File: config.mk
export PLATFORM = sky130hd
export DESIGN_NAME = id_ex_stage
export DESIGN_NICKNAME = d
export VERILOG_FILES = /design/src/rtl/wisc_pkg.sv /design/src/rtl/id_ex_stage_fwd_unit.sv /design/src/rtl/id_ex_stage.sv
export SDC_FILE = /design/constraint.sdc
export NUM_CORES = 1
export LEC_CHECK = 0
export ABC_AREA = 0
export BUFFER_PORTS_ARGS = -buffer_cell sky130_fd_sc_hd__buf_4
export CAP_MARGIN = 20
export CORE_ASPECT_RATIO = 1.25
export CORE_MARGIN = 2
export CORE_UTILIZATION = 43
export DETAILED_ROUTE_END_ITERATION = 12
export MAX_ROUTING_LAYER = met4
export PLACE_DENSITY = 0.87
export SETUP_SLACK_MARGIN = 0.1
export SYNTH_ARGS = -nofsm -noshare
export SYNTH_HDL_FRONTEND = slang
export SYNTH_SLANG_ARGS = --single-unit
File: constraint.sdc
create_clock -name clk -period 1.2 [get_ports clk]
set_input_delay 0 -clock clk [delete_from_list [all_inputs] [get_ports clk]]
set_output_delay 0 -clock clk [all_outputs]
set_load 0.02 [all_outputs]
File: src/rtl/wisc_pkg.sv
// ============================================================================
// Module : wisc_pkg
// Brief  : Shared widths, opcode encoding and ID/EX pipeline entry type
// Rev    : 1.0
// ============================================================================
`default_nettype none

package wisc_pkg;

    localparam int WISC_DATA_W     = 16;
    localparam int WISC_REG_ADDR_W = 4;
    localparam int WISC_OP_W       = 4;

    typedef enum logic [WISC_OP_W-1:0] {
        OP_ADD    = 4'b0000,
        OP_SUB    = 4'b0001,
        OP_XOR    = 4'b0010,
        OP_RED    = 4'b0011,
        OP_SLL    = 4'b0100,
        OP_SRA    = 4'b0101,
        OP_ROR    = 4'b0110,
        OP_PADDSB = 4'b0111,
        OP_LW     = 4'b1000,
        OP_SW     = 4'b1001,
        OP_LHB    = 4'b1010,
        OP_LLB    = 4'b1011,
        OP_B      = 4'b1100,
        OP_BR     = 4'b1101,
        OP_PCS    = 4'b1110,
        OP_HLT    = 4'b1111
    } opcode_e;

    typedef struct packed {
        logic                       valid;
        opcode_e                    opcode;
        logic [WISC_REG_ADDR_W-1:0] rs_addr;
        logic [WISC_REG_ADDR_W-1:0] rt_addr;
        logic [WISC_REG_ADDR_W-1:0] rd_addr;
        logic [WISC_DATA_W-1:0]     rs_data;
        logic [WISC_DATA_W-1:0]     rt_data;
        logic [WISC_DATA_W-1:0]     imm;
        logic                       use_imm;
        logic                       reg_write;
        logic                       mem_read;
    } id_ex_t;

endpackage

`default_nettype wire

File: src/rtl/id_ex_stage_fwd_unit.sv
// ============================================================================
// Module : fwd_unit
// Brief  : Operand forwarding mux for one source register (EX/MEM over MEM/WB)
// Rev    : 1.0
// ============================================================================
`default_nettype none

module fwd_unit
    import wisc_pkg::*;
#(
    parameter int DATA_W     = WISC_DATA_W,
    parameter int REG_ADDR_W = WISC_REG_ADDR_W
) (
    input  logic [REG_ADDR_W-1:0] src_addr_i,
    input  logic [DATA_W-1:0]     reg_data_i,
    input  logic                  exmem_reg_write_i,
    input  logic [REG_ADDR_W-1:0] exmem_rd_addr_i,
    input  logic [DATA_W-1:0]     exmem_result_i,
    input  logic                  memwb_reg_write_i,
    input  logic [REG_ADDR_W-1:0] memwb_rd_addr_i,
    input  logic [DATA_W-1:0]     memwb_result_i,
    output logic [DATA_W-1:0]     operand_o
);

    logic w_exmem_hit;
    logic w_memwb_hit;

    assign w_exmem_hit = exmem_reg_write_i && (exmem_rd_addr_i != '0)
                         && (exmem_rd_addr_i == src_addr_i);
    assign w_memwb_hit = memwb_reg_write_i && (memwb_rd_addr_i != '0)
                         && (memwb_rd_addr_i == src_addr_i);

    // R0 is hard-wired to zero, so it wins even over a stale register read.
    always_comb begin
        operand_o = reg_data_i;
        if (src_addr_i == '0) begin
            operand_o = '0;
        end else if (w_exmem_hit) begin
            operand_o = exmem_result_i;
        end else if (w_memwb_hit) begin
            operand_o = memwb_result_i;
        end
    end

endmodule

`default_nettype wire

File: src/rtl/id_ex_stage.sv
// ============================================================================
// Module : id_ex_stage
// Brief  : ID/EX pipeline register with operand forwarding and load-use detect
// Rev    : 1.0
// ============================================================================
`default_nettype none

module id_ex_stage
    import wisc_pkg::*;
#(
    // Must match the package widths, since the pipeline entry is a package type.
    parameter int DATA_W     = WISC_DATA_W,
    parameter int REG_ADDR_W = WISC_REG_ADDR_W,
    parameter int OP_W       = WISC_OP_W
) (
    input  logic                  clk,
    input  logic                  rst,
    input  logic                  stall,
    input  logic                  flush,
    input  logic                  id_valid,
    input  logic [OP_W-1:0]       id_opcode,
    input  logic [REG_ADDR_W-1:0] id_rs_addr,
    input  logic [REG_ADDR_W-1:0] id_rt_addr,
    input  logic [REG_ADDR_W-1:0] id_rd_addr,
    input  logic [DATA_W-1:0]     id_rs_data,
    input  logic [DATA_W-1:0]     id_rt_data,
    input  logic [DATA_W-1:0]     id_imm,
    input  logic                  id_use_imm,
    input  logic                  id_reg_write,
    input  logic                  id_mem_read,
    input  logic                  exmem_reg_write,
    input  logic [REG_ADDR_W-1:0] exmem_rd_addr,
    input  logic [DATA_W-1:0]     exmem_result,
    input  logic                  memwb_reg_write,
    input  logic [REG_ADDR_W-1:0] memwb_rd_addr,
    input  logic [DATA_W-1:0]     memwb_result,
    output logic                  ex_valid,
    output logic [OP_W-1:0]       ex_opcode,
    output logic [DATA_W-1:0]     ex_alu_a,
    output logic [DATA_W-1:0]     ex_alu_b,
    output logic [REG_ADDR_W-1:0] ex_rd_addr,
    output logic                  ex_reg_write,
    output logic                  ex_sub,
    output logic                  ex_is_psa,
    output logic                  load_use_stall
);

    id_ex_t             entry_q;
    id_ex_t             entry_d;
    id_ex_t             w_id_entry;
    logic [DATA_W-1:0]  w_fwd_a;
    logic [DATA_W-1:0]  w_fwd_b;

    always_comb begin
        w_id_entry           = '0;
        w_id_entry.valid     = id_valid;
        w_id_entry.opcode    = opcode_e'(id_opcode);
        w_id_entry.rs_addr   = id_rs_addr;
        w_id_entry.rt_addr   = id_rt_addr;
        w_id_entry.rd_addr   = id_rd_addr;
        w_id_entry.rs_data   = id_rs_data;
        w_id_entry.rt_data   = id_rt_data;
        w_id_entry.imm       = id_imm;
        w_id_entry.use_imm   = id_use_imm;
        w_id_entry.reg_write = id_reg_write;
        w_id_entry.mem_read  = id_mem_read;
    end

    // Flush beats stall: a stalled entry is still turned into a bubble in place.
    always_comb begin
        entry_d = entry_q;
        if (flush) begin
            if (!stall) begin
                entry_d = w_id_entry;
            end
            entry_d.valid = 1'b0;
        end else if (!stall) begin
            entry_d = w_id_entry;
        end
    end

    always_ff @(posedge clk) begin
        if (rst) begin
            entry_q <= '0;
        end else begin
            entry_q <= entry_d;
        end
    end

    fwd_unit #(
        .DATA_W     (DATA_W),
        .REG_ADDR_W (REG_ADDR_W)
    ) u_fwd_a (
        .src_addr_i        (entry_q.rs_addr),
        .reg_data_i        (entry_q.rs_data),
        .exmem_reg_write_i (exmem_reg_write),
        .exmem_rd_addr_i   (exmem_rd_addr),
        .exmem_result_i    (exmem_result),
        .memwb_reg_write_i (memwb_reg_write),
        .memwb_rd_addr_i   (memwb_rd_addr),
        .memwb_result_i    (memwb_result),
        .operand_o         (w_fwd_a)
    );

    fwd_unit #(
        .DATA_W     (DATA_W),
        .REG_ADDR_W (REG_ADDR_W)
    ) u_fwd_b (
        .src_addr_i        (entry_q.rt_addr),
        .reg_data_i        (entry_q.rt_data),
        .exmem_reg_write_i (exmem_reg_write),
        .exmem_rd_addr_i   (exmem_rd_addr),
        .exmem_result_i    (exmem_result),
        .memwb_reg_write_i (memwb_reg_write),
        .memwb_rd_addr_i   (memwb_rd_addr),
        .memwb_result_i    (memwb_result),
        .operand_o         (w_fwd_b)
    );

    assign ex_valid     = entry_q.valid;
    assign ex_opcode    = entry_q.opcode;
    assign ex_rd_addr   = entry_q.rd_addr;
    assign ex_alu_a     = w_fwd_a;
    assign ex_alu_b     = entry_q.use_imm ? entry_q.imm : w_fwd_b;
    assign ex_reg_write = entry_q.valid & entry_q.reg_write;
    assign ex_sub       = entry_q.valid & (entry_q.opcode == OP_SUB);
    assign ex_is_psa    = entry_q.valid & (entry_q.opcode == OP_PADDSB);

    // Looks at the live decode addresses, so it must not be masked by stall.
    assign load_use_stall = entry_q.valid & entry_q.mem_read
                            & (entry_q.rd_addr != '0)
                            & ((entry_q.rd_addr == id_rs_addr)
                               | (entry_q.rd_addr == id_rt_addr));

endmodule

`default_nettype wire

==> results of run 1 <==
==> cells in the mapped netlist (all sizes together) <==
library cell    n
xnor2          16
o41ai           1
a21oi           1
o41a            1
buf            21
nor3            2
or4             1
clkbuf         13
nand2          21
nor4            5
a211oi         16
and2            1
dfxtp          68
inv            16
xor2            8
mux2i         100
o221ai         16
nor2           86
nand4           4
nand3           2
==> layout by cell type (no fill, tap or decap), drive strengths merged <==
cell,n
a211oi,16
a21oi,1
and2,1
buf,194
bufinv,1
clkbuf,14
clkinv,2
dfxtp,68
diode,1
dlygate4sd3,69
inv,16
mux2i,100
nand2,21
nand3,2
nand4,4
nor2,86
nor3,2
nor4,5
o221ai,16
o41a,1
o41ai,1
or4,1
xnor2,16
xor2,8
==> report_power, final <==
group	internal, W	switching, W
clock network	0.00125	0.000933
registers	0.00239	0.000138
logic	0.00117	0.00108
total	0.00480	0.00215
==> layer usage <==
metal / vias up / track usage (%) / wire length (µm)
li1: 1851 / - / -
met1: 2049 / 33.4 / 5660
met2: 238 / 64.0 / 9120
met3: 105 / 6.47 / 931
met4: 0 / 24.0 / 1360
met5: - / - / 0
==> flip-flops by register name, indices dropped and copies added, names as in the netlist <==
signal / flops
ex_valid: 1
ex_opcode: 4
entry_q: 59
ex_rd_addr: 4
==> final timing paths <==
check | to | slack (ps)
max | ex_alu_b[15] | -1030
min | entry_q[1] | 90
max reg2reg | entry_q[60] | 250
min reg2reg | entry_q[10] | 500
==> what timing repair did <==
action | CTS | global route
setup buffers | 2 | 1
endpoints found under the setup margin | 35 | 35
cloned | 0 | 1
endpoints found under the hold margin | 68 | 0
gates resized for setup | 68 | 41
pin swaps | 15 | 12
hold buffers | 69 | 0
==> per-stage QoR <==
step | hold slack [ps] | cell area (µm²)
floorplan | 79.3 | 4270
global route | 93.0 | 7160
detailed placement | 171 | 5690
finish | 87.1 | 7160
CTS | 70.9 | 6890
global placement | 164 | 5690
==> critical path, delay by kind of cell (launching register included) <==
family | cells | cell delay [ps]
multiplexers | 1 | 380
AO/OA/AOI/OAI | 1 | 170
flip-flops | 1 | 350
buffers and inverters | 2 | 390
AND/OR/NAND/NOR | 2 | 410
XOR/XNOR | 1 | 160
==> logic make-up after synthesis <==
kind of cell / Yosys count / synth area share, %
AND/OR/NAND/NOR: 122 / 14.2
XOR/XNOR: 24 / 5.73
multiplexers: 100 / 27.3
AO/OA/AOI/OAI: 35 / 8.70
buffers and inverters: 50 / 6.96
flip-flops: 68 / 37.1
==> final cells by class <==
class | count | share of cell area (%)
clock buffer | 13 | 2.66
clock inverter | 3 | 0.559
antenna | 1 | 0.0350
sequential | 68 | 19.6
multi-input combinational | 281 | 40.8
timing repair buffer | 264 | 33.8
tap | 97 | 1.70
inverter | 16 | 0.839
==> summary.txt, run 1 <==
Via count = 4243
Clk sinks = 68
Critical path origin = entry_q[56]
Gr ovfl total = 0
Setup ws final = -1030 ps
Tot GR Track Use = 35.4%
Clock Pin Slew Worst Setup and Hold Paths = 80 ps
Die area = 9280 µm²
Period utilization = 186%
PD cells = 972 nW/µm²
Reg2reg start = entry_q[60]
Worst-Margin Slew = 368 ps
Total Wirelength = 17100 µm
Clock Latency Late Sink = 360 ps
Setup crit start kind = register
Tmin final = 2230 ps
Filler cell count in the final layout = 367
CP Class = register to output port
Clock skew = 0 ps
Failing checks = setup timing
CTS buffer count = 9
Crit. End Element = output port
DR WL/cell = 23.0 µm
First-pass GRT wire length = 24100 µm
CP peak stage delay = 380 ps
Hold path depth = 3
Slew HR = 74.7%
DRT Pass-1 Iters = 4
Synth warn = 0
Residual DRC = 0
Net count, final = 754
Outcome = finished with violations
Final core utilization = 86.9%
Leak = 3.07 nW
Net count after synthesis = 513
DRT iter0 DRCs = 278
Register area share after synthesis = 37.1%
Row cnt = 37
Synth Area per Inst = 9.19 µm²
Synthesis-stage register bit count = 68
Die height = 107 µm
Hold path startpoint = stall
Achievable Freq = 448 MHz
Worst R2R Path Depth = 4
Largest net degree at the start of global routing = 69
Maximum VDD drop = 1.08 mV
Starting Density = 44.5%
Final TNS setup = -27640 ps
Clock buffer depth = 2
Cell variety after synth = 26
Crit path DAT = 2230 ps
Max-Cap Viols = 0
Final cell count without fillers = 743
Slew Limit Fails = 0
CP max-delay cell = mux2i_1
Chip width = 86.6 µm
# port buffers = 158
Core area = 8240 µm²
Worst path required time = 1200 ps
Hold violation count in the final report = 0
P&R area growth vs syn = 95.2%
FF+latch area = 1410 µm²
Vias in the first global route = 4780
Post-Syn Instances = 399
Power, Total = 0.00696 W
Area leader, netlist = dfxtp_1
Post-DRT Antenna Nets = 0
Vias per std cell = 5.71
Min-Delay Path Class = input port to register
RSZ-0062 raised after global routing = yes
CTS tree = built
H-tree level count = 3
Mapped Area = 3670 µm²
Root buf cell = clkbuf_8
Area of the multi-input gates = 2920 µm²
Area share of the leading cell type in the synthesized netlist = 37.1%
Antenna violations before repair = 1
# IOs = 159
Largest cells by area after synthesis = dfxtp_1 (37%), mux2i_1 (27%), nor2_1 (8.6%), o221ai_1 (3.8%), xnor2_1 (3.8%)
Layout cell share with drive strength beyond 1 = 50.7%
CP Max Fanout = 8
Final setup violation count = 34
Gpl congestion = 0.854
Pre-CTS setup slack = -484 ps
HPWL after DPL = 8870 µm
CP Cell Sequence = xnor2_2 -> nand4_1 -> nor2_4 -> buf_12 -> mux2i_1 -> o221ai_2 -> buf_4
Placed Cells incl. Taps = 653
Power figures use the tool's default switching activity.
==> inputs of run 2 (changes only) <==
Settings changed: ABC_AREA 0 to 1, CORE_UTILIZATION 43 to 45, PLACE_DENSITY 0.87 to 0.88.
==> run 2 against run 1 <==
  * The run still ends with setup timing left
  * Maximum frequency up 15%
  * Via count up 37%
  * Sequential cell count unchanged
  * Register-to-register slack worse by 80 ps
  * Final cell count up 41%
  * Power up 11%
  * Critical path depth up 3
  * Sequential share of layout area down 0.86 points
==> summary.txt, run 2 <==
Xor/xnor cell area share of the yosys netlist = 2.09%
Post-synthesis compound-gate area fraction = 9.72%
Leak = 3.63 nW
Worst path required time = 1200 ps
Hold violation count in the final report = 0
Post-Syn Instances = 689
Achievable Freq = 515 MHz
P&R area growth vs syn = 77.9%
Finished Cell Area = 7440 µm²
CP peak stage delay = 350 ps
Cell variety after synth = 27
Synth Area per Inst = 6.07 µm²
Maximum VDD drop = 0.996 mV
Clk sinks = 68
Clock Latency Late Sink = 340 ps
CP Max Fanout = 8
Placed Cells incl. Taps = 952
CP Cell Sequence = inv_2 -> nand2_2 -> nand2_2 -> nor2_4 -> nand3_4 -> nand2_1 -> nand3_1 -> nand2_1 -> nand2_2 -> buf_6
CTS tree = built
Tmin final = 1940 ps
Area share of the leading cell type in the synthesized netlist = 32.6%
DR WL/cell = 18.6 µm
Core area = 9080 µm²
CP Class = register to output port
CTS buffer count = 9
Power, Total = 0.00770 W
Post-synth EDFFs = 0
Total Wirelength = 19500 µm
Setup ws final = -743 ps
Synth warn = 0
Clock buffer depth = 2
Async S/R FF share, synth = 0%
Starting Density = 46.1%
Synthesis-stage register bit count = 68
Die area = 10100 µm²
Post-synthesis adder-cell area fraction = 0%
Highest routed metal layer = met4
Dpl cell area = 5770 µm²
WL met3 = 1760 µm
Failing checks = setup timing
Net count, final = 1034
Clock share of power = 35.4%
Top_reg_cell synth = dfxtp_1
H-tree level count = 3
Fraction of synthesized area in multiplexers = 0%
Largest net degree at the start of global routing = 48
Final cell count without fillers = 1048
Residual DRC = 0
Min-Delay Path Class = input port to register
Main combinational cell family by area after synthesis = simple AND/OR/NAND/NOR gates
Clock Pin Slew Worst Setup and Hold Paths = 60 ps
Max-Cap Viols = 0
Antenna violations before repair = 0
# IOs = 159
DRT iter0 DRCs = 820
Net count after synthesis = 803
First-pass GRT wire length = 26800 µm
Chip width = 90.2 µm
PD cells = 1030 nW/µm²
Vias per std cell = 5.55
Period utilization = 162%
Crit. End Element = output port
P_sw = 0.00249 W
Row cnt = 39
Diode count = 0
Post-Synth Simple-Gate Area = 42.9%
Via count = 5820
Final setup violation count = 33
Root buf cell = clkbuf_16
Sequential Power Share = 32.5%
Commonest non-fill, non-tap cell in the layout = nand2_1
Tot GR Track Use = 34.5%
Slew HR = 63.2%
RSZ-0062 raised after global routing = yes
Layout cell share with drive strength beyond 1 = 42.1%
Largest register FFs = 59
Sw frac = 32.3%
HPWL after DPL = 10100 µm
Gate power share = 32.1%
Outcome = finished with violations
Gpl congestion = 0.936
Worst-Margin Slew = 552 ps
Slew Limit Fails = 0
Top-count cell post-synth = nand2_1
# port buffers = 158
Area leader, netlist = dfxtp_1
Setup crit start kind = register
Post-DRT Antenna Nets = 0
Largest register by flop count = entry_q
Int Power = 0.00521 W
Die height = 112 µm
Gr ovfl total = 0
Register area share after synthesis = 32.6%
Largest cells by area after synthesis = dfxtp_1 (33%), nand2_1 (24%), nand3_1 (8.0%), a21oi_1 (7.1%), inv_1 (4.9%)
Vias in the first global route = 5442
Crit path top cell by count = nand2_2
DRT Pass-1 Iters = 6
CP max-delay cell = dfxtp_2
Hold_ws = 16.7 ps
Clock skew = 0 ps
List of most frequent post-synthesis cells = nand2_1 (268), dfxtp_1 (68), nand3_1 (67), a21oi_1 (59), inv_1 (55)
Crit path DAT = 1940 ps
Most frequent cells in the layout = nand2_1 (215), buf_4 (152), dlygate4sd3_1 (69)
Metal-1 WL = 6720 µm
Routed length on met2 = 9570 µm
Mapped Area = 4180 µm²
[run 2: cell types whose count changed after synthesis, sizes merged, moves of 6 or more]
cell | previous run | this run
clkbuf | 13 | 19
a21oi | 1 | 61
nor2 | 86 | 56
nand2 | 21 | 270
a211oi | 16 | 10
xor2 | 8 | 2
buf | 21 | 30
mux2i | 100 | 0
xnor2 | 16 | 8
nand4 | 4 | 20
o221ai | 16 | 0
inv | 16 | 70
nand3 | 2 | 70
[run 2: timing repair]
item / 4_1_cts / 5_1_grt
pin swaps: 10 / 54
hold buffers: 69 / 0
gates resized for setup: 41 / 100
setup buffers: 7 / 1
endpoints found under the hold margin: 68 / 0
setup endpoints to repair: 35 / 35
cloned: 0 / 3
[run 2: layout make-up]
class | count | area (µm²)
clock buffer | 10 | 239
multi-input combinational | 503 | 2820
sequential | 68 | 1400
inverter | 70 | 263
timing repair buffer | 268 | 2500
clock inverter | 6 | 63.8
fill | 519 | 1640
tap | 123 | 154
[run 2: path summary, 6_finish.rpt]
check                   start     endpoint  slack [ps]  cells past startpoint
hold reg to reg   entry_q[13]  entry_q[13]         460                      2
hold / removal          stall  entry_q[41]          20                      3
setup reg to reg  entry_q[61]  entry_q[61]         170                      4
setup / recovery  entry_q[56]  ex_alu_b[8]        -740                     10
[run 2: power by group through the flow]
stage	combinational (W)	sequential, W	clock [W]
after floorplan	0.00104	0.00251	0
after global placement	0.00181	0.00253	0
after detailed placement	0.00183	0.00253	0
after CTS	0.00209	0.00248	0.00270
after global routing	0.00261	0.00252	0.00281
final	0.00247	0.00250	0.00272
[run 2: kinds of logic after synthesis]
group | Yosys count
flip-flops | 68
AO/OA/AOI/OAI | 72
XOR/XNOR | 10
buffers and inverters | 119
AND/OR/NAND/NOR | 420
[run 2: per-stage QoR]
| step | util (%) | TNS (ps) | worst slack [ps] |
|---|---|---|---|
| final | 82.0 | -19880 | -743 |
| after global routing | 82.0 | -21530 | -766 |
| after CTS | 76.6 | -15250 | -513 |
| after detailed placement | 63.5 | -4430 | -179 |
| after floorplan | - | -323 | -20.5 |
| after global placement | 63.5 | -3560 | -138 |
[run 2: critical path, delay by kind of cell (launching register included)]
| family | cells | cell delay [ps] |
|---|---|---|
| flops | 1 | 350 |
| simple gates | 8 | 1070 |
| buf+inv | 2 | 190 |
[run 2: layer usage]
layer / global-route usage, % / vias up
li1: - / 2632
met1: 37.8 / 2596
met2: 57.6 / 461
met3: 7.44 / 131
met4: 20.0 / 0
met5: - / -
==> inputs of run 3 (changes only) <==
Settings changed: BUFFER_PORTS_ARGS -buffer_cell sky130_fd_sc_hd__buf_4 to default, CORE_UTILIZATION 45 to 58, DONT_BUFFER_PORTS from default to 1, PLACE_DENSITY 0.88 to 0.87, RECOVER_POWER from default to 50.
==> run 3 against run 2 <==
  * The run ends with hold timing, setup timing left
  * Die area is 22% lower
  * Setup slack improved by 250 ps
  * Non-clock buffer count fell by 228
  * Sequential cell count stayed put
  * Maximum frequency grew 15%
  * Combinational power fell by 45%
  * Worst hold slack worse by 310 ps
  * Clock skew stayed put
  * First-iteration DRC count decreased by 54%
  * Critical path type unchanged
==> summary.txt, run 3 (same netlist as run 2, synthesis figures left out) <==
Largest register by flop count = entry_q
P&R area growth vs syn = 20.4%
First-pass GRT wire length = 19400 µm
Reg2reg start = entry_q[62]
DRT Pass-1 Iters = 5
Hold violation count in the final report = 68
Tmin final = 1700 ps
Worst R2R End = entry_q[62]
CTS hold repair buffers = 1
Chip width = 79.9 µm
Dpl cell area = 4530 µm²
Final cell count without fillers = 787
Clock share of power = 33.2%
Clock Pin Slew Worst Setup and Hold Paths = 80 ps
CTS tree = built
Row cnt = 34
Residual DRC = 0
# port buffers = 0
Critical path origin = entry_q[56]
Die area = 7910 µm²
Pre-CTS setup slack = -101 ps
Die height = 98.9 µm
Commonest non-fill, non-tap cell in the layout = nand2_1
Slew HR = 76.9%
RSZ-0062 raised after global routing = yes
Period utilization = 141%
DRT iter0 DRCs = 376
PD cells = 1150 nW/µm²
DR WL/cell = 16.0 µm
Largest register FFs = 59
Tot GR Track Use = 31.9%
Placed Cells incl. Taps = 766
CTS buffer count = 9
P_sw = 0.00188 W
Diode count = 0
Crit path DAT = 1700 ps
Filler cell count in the final layout = 609
Gpl congestion = 0.921
Setup crit start kind = register
Clock Latency Late Sink = 350 ps
Worst R2R Path Depth = 4
Final setup violation count = 33
CP Max Fanout = 16
Setup ws final = -496 ps
Hold_ws = -290 ps
Gr ovfl total = 0
Slew Limit Fails = 0
Maximum VDD drop = 1.22 mV
Core area = 6980 µm²
HPWL after DPL = 9030 µm
Total Wirelength = 12600 µm
Failing checks = hold timing, setup timing
Sequential Power Share = 43.2%
Finished Cell Area = 5030 µm²
Leak = 2.42 nW
Clock skew = 0 ps
Layout cell share with drive strength beyond 1 = 27.3%
Net count, final = 806
Antenna violations before repair = 0
# IOs = 159
Final core utilization = 72.2%
H-tree level count = 3
Crit path to = ex_alu_b[2]
Outcome = finished with violations
Int Power = 0.00389 W
Gate power share = 23.6%
Starting Density = 59.9%
Vias per std cell = 5.61
Via count = 4413
Min-Delay Path Class = input port to register
Root buf cell = clkbuf_8
CP Class = register to output port
Worst-Margin Slew = 345 ps
Clock buffer depth = 2
Vias in the first global route = 4095
Post-DRT Antenna Nets = 0
Crit. End Element = output port
Achievable Freq = 590 MHz
Sw frac = 32.6%
Reg-to-reg slack, setup = 280 ps
Max-Cap Viols = 0
Clk sinks = 68
Most frequent cells in the layout = nand2_1 (235), a21oi_1 (57), dfxtp_1 (51)
Largest net degree at the start of global routing = 80
Worst path required time = 1200 ps
[run 3: changes by cell type in the layout (fill, tap and decap cells not counted), moves of 4 or more]
cell,previous run,this run
dlygate4sd3_1,69,1
nand3_2,32,20
nand2_4,1,7
buf_6,32,2
nand3_4,10,1
buf_12,13,9
nand2_1,215,235
nand2_2,54,28
inv_2,38,34
clkbuf_8,1,9
nand3_1,29,50
buf_4,152,27
clkbuf_16,11,1
[run 3: per-stage QoR]
stage / TNS (ps) / total power [W]
floorplan: -323 / 0.00354
global placement: -1190 / 0.00375
detailed placement: -2040 / 0.00378
CTS: -13920 / 0.00569
global route: -17790 / 0.00603
finish: -14760 / 0.00577
[run 3: power groups by stage]
stage	logic, W	registers (W)	clock network (W)
after floorplan	0.00104	0.00251	0
after global placement	0.00122	0.00253	0
after detailed placement	0.00125	0.00254	0
after CTS	0.00128	0.00249	0.00193
after global routing	0.00150	0.00251	0.00202
final	0.00136	0.00249	0.00191
[run 3: how the worst min path moves through the flow]
stage / start / end / slack (ps) / depth (start not counted)
5_1_grt: rst / entry_q[39] / -300 / 1
6_report: rst / entry_q[39] / -290 / 1
2_1_floorplan: flush / ex_valid / 80 / 1
4_1_cts: rst / ex_opcode[2] / -300 / 1
3_3_place_gp: rst / entry_q[37] / 80 / 1
3_5_place_dp: rst / ex_opcode[2] / 80 / 1
[run 3: what timing repair did]
| item | in CTS | in global routing |
|---|---|---|
| pin swaps | 9 | 14 |
| hold endpoints to repair | 68 | 68 |
| setup endpoints to repair | 35 | 35 |
| cloned | 0 | 2 |
| buffers inserted | 1 | 1 |
| gates resized for setup | 33 | 39 |
[run 3: layout make-up]
cell class / count / area, µm² / area share, %
sequential: 68 / 1400 / 27.8
timing repair buffer: 40 / 440 / 8.75
clock inverter: 7 / 73.8 / 1.47
inverter: 70 / 270 / 5.37
clock buffer: 9 / 124 / 2.46
tap: 90 / 113 / 2.24
multi-input combinational: 503 / 2610 / 51.9
[run 3: worst max-delay path, cell delays in order (launching register included)]
cell and delay [ps]:
dfxtp_2 350, inv_2 50, nand2_2 50, nand2_2 60
nor2_4 210, buf_12 170, nand4_1 130, nand3_1 100
nand2_1 80, nand2_2 130
[run 3: per-layer routing]
| metal | wire length (µm) | vias to the layer above | global-route usage [%] |
|---|---|---|---|
| met3 | 1010 | 20 | 6.14 |
| li1 | - | 2170 | - |
| met2 | 6220 | 199 | 51.9 |
| met5 | 0 | - | - |
| met4 | 283 | 0 | 11.3 |
| met1 | 5100 | 2024 | 39.2 |
